==> src/rtl/nios2_status_in_pio.sv <==
// nios2_status_in_pio: Avalon-MM input PIO with synchronizer, edge capture (W1C) and masked level IRQ
module nios2_status_in_pio #(
  parameter int WIDTH       = 8,
  parameter int SYNC_STAGES = 2,
  parameter int EDGE_TYPE   = 0
) (
  input  logic              clk,
  input  logic              reset_n,
  input  logic [2:0]        address,
  input  logic              chipselect,
  input  logic              write_n,
  input  logic [31:0]       writedata,
  input  logic [WIDTH-1:0]  in_port,
  output logic [31:0]       readdata,
  output logic              irq
);
  logic [SYNC_STAGES-1:0][WIDTH-1:0] s;
  logic [WIDTH-1:0] sync, prev, irq_mask, edge_cap, edge_det, clr;
  logic [31:0] rd_mux;
  logic wr, rd;
  assign sync = s[SYNC_STAGES-1];
  assign wr = chipselect && !write_n;
  assign rd = chipselect && write_n;
  assign irq = |(edge_cap & irq_mask);
  // edge detection, bus-side clear mask and read mux
  always_comb begin
    edge_det = EDGE_TYPE == 0 ? (sync & ~prev) : EDGE_TYPE == 1 ? (~sync & prev) : (sync ^ prev);
    clr = (wr && address == 3'd3) ? writedata[WIDTH-1:0] : '0;
    rd_mux = address == 3'd0 ? 32'(sync) :
             address == 3'd2 ? 32'(irq_mask) :
             address == 3'd3 ? 32'(edge_cap) : 32'd0;
  end
  // synchronizer chain and previous-sample register for edge detection
  always_ff @(posedge clk or negedge reset_n) begin
    if (!reset_n) begin
      s <= '0;
      prev <= '0;
    end else begin
      s <= {s[SYNC_STAGES-2:0], in_port};
      prev <= sync;
    end
  end
  // mask and edge-capture registers; a new edge wins over a same-cycle clear
  always_ff @(posedge clk or negedge reset_n) begin
    if (!reset_n) begin
      irq_mask <= '0;
      edge_cap <= '0;
    end else begin
      irq_mask <= (wr && address == 3'd2) ? writedata[WIDTH-1:0] : irq_mask;
      edge_cap <= edge_det | (edge_cap & ~clr);
    end
  end
  // registered read data, held between reads
  always_ff @(posedge clk or negedge reset_n) begin
    if (!reset_n) readdata <= '0;
    else readdata <= rd ? rd_mux : readdata;
  end
endmodule

==> config.mk <==
export PLATFORM = sky130hd
export DESIGN_NAME = nios2_status_in_pio
export DESIGN_NICKNAME = d
export VERILOG_FILES = /design/src/rtl/nios2_status_in_pio.sv
export SDC_FILE = /design/constraint.sdc
export NUM_CORES = 1
export LEC_CHECK = 0
export BUFFER_PORTS_ARGS = -buffer_cell sky130_fd_sc_hd__buf_2
export CAP_MARGIN = 20
export CORE_ASPECT_RATIO = 1.75
export CORE_MARGIN = 2
export CORE_UTILIZATION = 30
export DETAILED_ROUTE_END_ITERATION = 6
export PLACE_DENSITY_LB_ADDON = 0.08
export RECOVER_POWER = 25
export SETUP_SLACK_MARGIN = 0.4
export SLEW_MARGIN = 20
export SYNTH_ARGS = -nofsm -noshare
export SYNTH_HDL_FRONTEND = slang
export SYNTH_SLANG_ARGS = --single-unit
export TNS_END_PERCENT = 20
==> constraint.sdc <==
create_clock -name clk -period 1.7 [get_ports clk]
set_input_delay 0.17 -clock clk [delete_from_list [all_inputs] [get_ports clk]]
set_output_delay 0.17 -clock clk [all_outputs]
set_load 0.01 [all_outputs]
==> results of run 1 <==
==> logic make-up after synthesis <==
family | Yosys count | synth area share
compound gates | 44 | 0.144
buf+inv | 39 | 0.130
flops | 48 | 0.618
mux | 8 | 0.0463
other cells | 1 | 0.00193
simple gates | 22 | 0.0599
==> cells in the mapped netlist <==
cell type,count,share of area
o31ai_1,8,0.031
nand4bb_1,1,0.0058
mux2_1,3,0.017
inv_1,8,0.015
a21boi_0,8,0.031
o21ai_0,16,0.041
nor2_8,1,0.010
or2_1,1,0.0032
buf_4,27,0.10
nand2b_1,1,0.0032
mux2_2,5,0.029
buf_2,4,0.010
a22oi_1,4,0.015
dfrtp_1,48,0.62
nand4_1,1,0.0032
conb_1,1,0.0019
nand2_2,1,0.0032
o22ai_1,8,0.026
nand2_1,16,0.031
==> layout by cell type, fill, tap and decap left out <==
master	count
o21ai_0	16
buf_4	4
nor2_8	1
dlygate4sd3_1	9
buf_12	1
clkbuf_1	1
nand2_2	1
conb_1	24
nand4bb_1	1
o31ai_1	8
or2_1	1
dfrtp_1	48
o22ai_1	8
inv_1	8
buf_2	30
a21boi_0	8
nand4_1	1
nand2_1	16
nand2b_1	1
a22oi_1	1
clkbuf_8	5
mux2_2	5
mux2_1	3
a22oi_2	3
==> report_power, final <==
part	switching (mW)	leakage, nW	internal, mW
Combinational	0.161	0.478	0.148
Sequential	0.0688	0.555	1.24
Clock	0.340	0.0359	0.266
==> worst max path at each step <==
| stage | start | end | slack, ns | cells after the start |
|---|---|---|---|---|
| 2_1_floorplan | address[1] | irq_mask[0] | 0.56 | 5 |
| 3_3_place_gp | write_n | irq_mask[3] | 0.34 | 4 |
| 3_5_place_dp | write_n | irq_mask[2] | 0.33 | 4 |
| 4_1_cts | irq_mask[0] | irq | 0.31 | 3 |
| 5_1_grt | reset_n | sync[4] | 0.17 | 3 |
| 6_report | irq_mask[5] | irq | 0.34 | 3 |
==> sequential cells by signal (all words and copies together) (netlist names) <==
name / cells
edge_cap: 8
irq_mask: 8
prev: 8
readdata: 8
s: 8
sync: 8
==> worst register-to-register path, stage by stage, from the launching register on <==
cell and delay [ns]:
dfrtp_1 0.40, buf_4 0.14, mux2_2 0.25
==> routing by layer <==
metal | wire length (µm) | GRT usage
met1 | 1580 | 0.140
met2 | 2210 | 0.212
met3 | 178 | 0.0244
met4 | 49 | 0.0468
met5 | 0 | 0
==> layout make-up <==
cell class,instances,area (µm²),area share
multi-input combinational,98,592,0.259
clock buffer,5,68.8,0.0301
tap,80,100,0.0438
inverter,8,30.0,0.0131
sequential,48,1200,0.525
timing repair buffer,45,294,0.129
==> timing repair <==
action,in CTS,in global routing
setup endpoints to repair,1,1
buffers inserted,1,0
gates resized for setup,3,0
hold buffers,9,0
hold endpoints to repair,26,0
==> flow_summary.ini, run 1 <==
[run_status]
status = complete, no violations

[clocking]
cts_tree = done
path_clk_slew_ns = 0.08
cts_sinks = 48
clock_path_buffers = 2
clkLatencyLatePin_ns = 0.29
cts-htree-levels = 2
numCtsBuffers = 5
cts-root-buf = clkbuf_8

[synth]
synth_seq_cells = 48
syn_area_um2 = 1940
postSynthCellCount = 162
avgSynthCellArea_um2 = 12.0
synth_cell_types = 19
yosysWarnings = 0
ys_seq_area_frac = 0.618

[setup_path]
r2r_setup_slack_ns = 0.80
arrival_ns = 1.19
r2r_cells = 2
cpPeakStageDelay_ns = 0.40
crit_family = flip-flops
critPathBufInv = 1
slowest_stage = dfrtp_1
path_cells = a22oi_1, nand4_1, buf_2
end_kind = primary output
cp.required_ns = 1.53
critPathLaunchType = flop
crit_fanout = 3
crit_type = flop to primary output
reg2reg_from = irq_mask[0]
reg2reg_to = irq_mask[0]

[die]
die_area_um2 = 7170
die_h_um = 111
initial_core_util = 0.312
fp-row-count = 38
core_um2 = 6230
dieWidth_um = 64.9
ios = 80

[route]
routed_wl_um = 4020
drtIter0Drc = 26
firstDrtPassIters = 4
vias = 1243
avgViaCountPerCell = 4.38
drcViolationCount = 0
drtAntennaViolNets = 0
wl_per_cell_um = 14.1

[place]
port_buffers = 31
postPlaceCellArea_um2 = 2110
numPlacedInstances = 269
routabilityCongestion = 0.723
post-place-ws_ns = 0.332
hpwl_um = 2800

[global_route]
grt_pass1_vias = 1293
grt_max_degree = 31
grt_antenna_before_repair = 0
grt_pass1_wl_um = 6600
grt_overflow = 0
track_usage = 0.121

[timing]
rsz0062_at_grt = yes
fin_worst_skew_ns = 0.00685
relSlewSlack = 0.261
setup_viol = 0
hold_viol = 0
holdWs_ns = 0.109
clock.fmax_ghz = 0.734
post-route-min-period_ns = 1.36
setup_slack_ns = 0.337
finalMaxSlewViolations = 0
fin_crit_sh = 0.802
tns_ns = 0
worst-slew-pin-transition_ns = 1.11

[power]
p_per_area_nw_per_um2 = 974
leakage_nw = 1.07
total_power_mw = 2.23
peakVddDrop_uv = 475

[final_layout]
n_antenna_cell = 0
fill_cells = 643
post-route-util = 0.367
drive_above_1_share = 0.245
nets = 253
final_cells = 284
syn2layout_area_growth_pct = 17.6
fin_area_um2 = 2290

[worst_hold_path]
min_path_cells = 2
hp-class = input pin to flop
worst_hold_path.endpoint = irq_mask[5]
worstHoldStart = writedata[5]

[job]
cap_violations = 0
(Power assumes the default switching activity.)
==> run 2: changes to the inputs <==
Clock period 1.7 ns to 1.3 ns, I/O delays scaled along.
==> run 2 against run 1 <==
Net effect:
- the run now ends with negative setup slack left
- design area grew 10%
- register-to-register slack lost 0.54 ns
- combinational power grew 83%
- wire length grew 2.1%
- cell count grew 4.6%
- die area is the same
- utilization grew 3.8 points
- hold slack lost 0.028 ns
- critical path depth is the same
- via count grew 3.5%
- global-route usage grew 0.29 points
- critical path type unchanged
- critical endpoint unchanged
==> flow_summary.ini, run 2 (synthesized netlist as in run 1, its figures left out) <==
[route]
avgViaCountPerCell = 4.33
drcViolationCount = 0
drtIter0Drc = 26
drtAntennaViolNets = 0
firstDrtPassIters = 4
wl_per_cell_um = 13.8
routed_wl_um = 4100
vias = 1287

[final_layout]
layout_commonest_cell = dfrtp_1
nets = 263
drive_above_1_share = 0.341
syn2layout_area_growth_pct = 29.6
n_antenna_cell = 0
post-route-util = 0.405
final_cells = 297
mostFrequentLayoutCells = 48 x dfrtp_1, 29 x buf_2, 24 x conb_1, 16 x nand2_1, 16 x o21ai_0

[run_status]
status = finished, violations left
violations = negative setup slack

[timing]
fin_crit_sh = 1.01
tns_ns = -0.0156
setup_viol = 1
post-route-min-period_ns = 1.32
relSlewSlack = 0.562
finalMaxSlewViolations = 0
clock.fmax_ghz = 0.760
setup_slack_ns = -0.0156
worst-slew-pin-transition_ns = 0.656
hold_viol = 0
fin_worst_skew_ns = 0.00357
holdWs_ns = 0.0807
rsz0062_at_grt = yes

[power]
clkPwrFrac = 0.334
pwr-share-comb = 0.164
switching_share = 0.237
peakVddDrop_uv = 572
switching_power_mw = 0.814
p_per_area_nw_per_um2 = 1360
leakage_nw = 1.18
p_int_mw = 2.62
seq_power_share = 0.502

[global_route]
grt_overflow = 0
track_usage = 0.124
grt_pass1_wl_um = 6820
grt_antenna_before_repair = 0
grt_pass1_vias = 1353
grt_max_degree = 49

[clocking]
cts-htree-levels = 2
cts-root-buf = clkbuf_8
cts_tree = done
cts_sinks = 48
clock_path_buffers = 2
path_clk_slew_ns = 0.08
clkLatencyLatePin_ns = 0.29
numCtsBuffers = 5

[setup_path]
crit_start = irq_mask[4]
reg2reg_from = irq_mask[4]
r2r_cells = 3
end_kind = primary output
crit_type = flop to primary output
slowest_stage = dfrtp_1
cp.required_ns = 1.17
critPathBufInv = 1
reg2reg_to = irq_mask[4]
path_cells = a22oi_2, nand4_1, buf_2
arrival_ns = 1.19
crit_fanout = 2
cpPeakStageDelay_ns = 0.41
crit_family = flip-flops
critPathLaunchType = flop
r2r_setup_slack_ns = 0.26

[worst_hold_path]
worst_hold_path.endpoint = irq_mask[0]
worstHoldStart = writedata[0]
min_path_cells = 2
hp-class = input pin to flop

[die]
ios = 80
fp-row-count = 38
die_h_um = 111
die_area_um2 = 7170
initial_core_util = 0.312
dieWidth_um = 64.9
core_um2 = 6230

[job]
cap_violations = 0

[place]
hpwl_um = 2690
port_buffers = 31
numPlacedInstances = 272
routabilityCongestion = 0.695
[run 2: cell count changes in the layout (fill, tap and decap cells not counted), sizes merged]
cell,before,now
bufinv,0,1
clkbuf,6,8
buf,35,45
[run 2: timing repair]
| action | CTS | global route |
|---|---|---|
| hold buffers | 9 | 0 |
| gates resized for setup | 11 | 7 |
| endpoints found under the hold margin | 56 | 0 |
| setup endpoints to repair | 24 | 17 |
| setup buffers | 5 | 3 |
| pin swaps | 6 | 7 |
[run 2: power by group through the flow]
| stage | Clock, mW | Combinational (mW) | Sequential [mW] |
|---|---|---|---|
| 6_report | 1.14 | 0.564 | 1.72 |
| 5_1_grt | 1.27 | 0.617 | 1.74 |
| 4_1_cts | 1.20 | 0.525 | 1.72 |
| 3_5_place_dp | 0 | 0.414 | 1.75 |
| 3_3_place_gp | 0 | 0.409 | 1.74 |
| 2_1_floorplan | 0 | 0.301 | 1.73 |
[run 2: worst max-delay path by stage]
stage	end	slack, ns	cells after the start
after global placement	irq_mask[0]	-0.06	4
after floorplan	irq_mask[0]	0.21	5
after CTS	irq	-0.03	3
after detailed placement	irq_mask[6]	-0.06	4
final	irq	-0.02	3
after global routing	irq	-0.07	3
[run 2: final cells by class]
| type | instances | area, µm² |
|---|---|---|
| fillers | 632 | 3710 |
| flip-flops and latches | 48 | 1200 |
| multi-input cells | 98 | 681 |
| repair buffers | 55 | 382 |
| well taps | 80 | 100 |
| clock buffers | 7 | 96.3 |
| clock inverters | 1 | 30.0 |
| inverters | 8 | 30.0 |
[run 2: stage by stage]
stage	setup slack, ns	power, mW	cell area (µm²)
6_report	-0.0156	3.43	2520
3_5_place_dp	-0.0600	2.16	2160
3_3_place_gp	-0.0621	2.15	2160
5_1_grt	-0.0683	3.62	2520
2_1_floorplan	0.206	2.03	2070
4_1_cts	-0.0327	3.45	2470
[run 2: metal layers]
metal	vias up	global-route usage	part of all wire
met5	-	0	0
met1	630	0.146	0.40
met2	42	0.211	0.53
met4	0	0.0553	0.018
met3	6	0.0244	0.050
li1	609	-	-
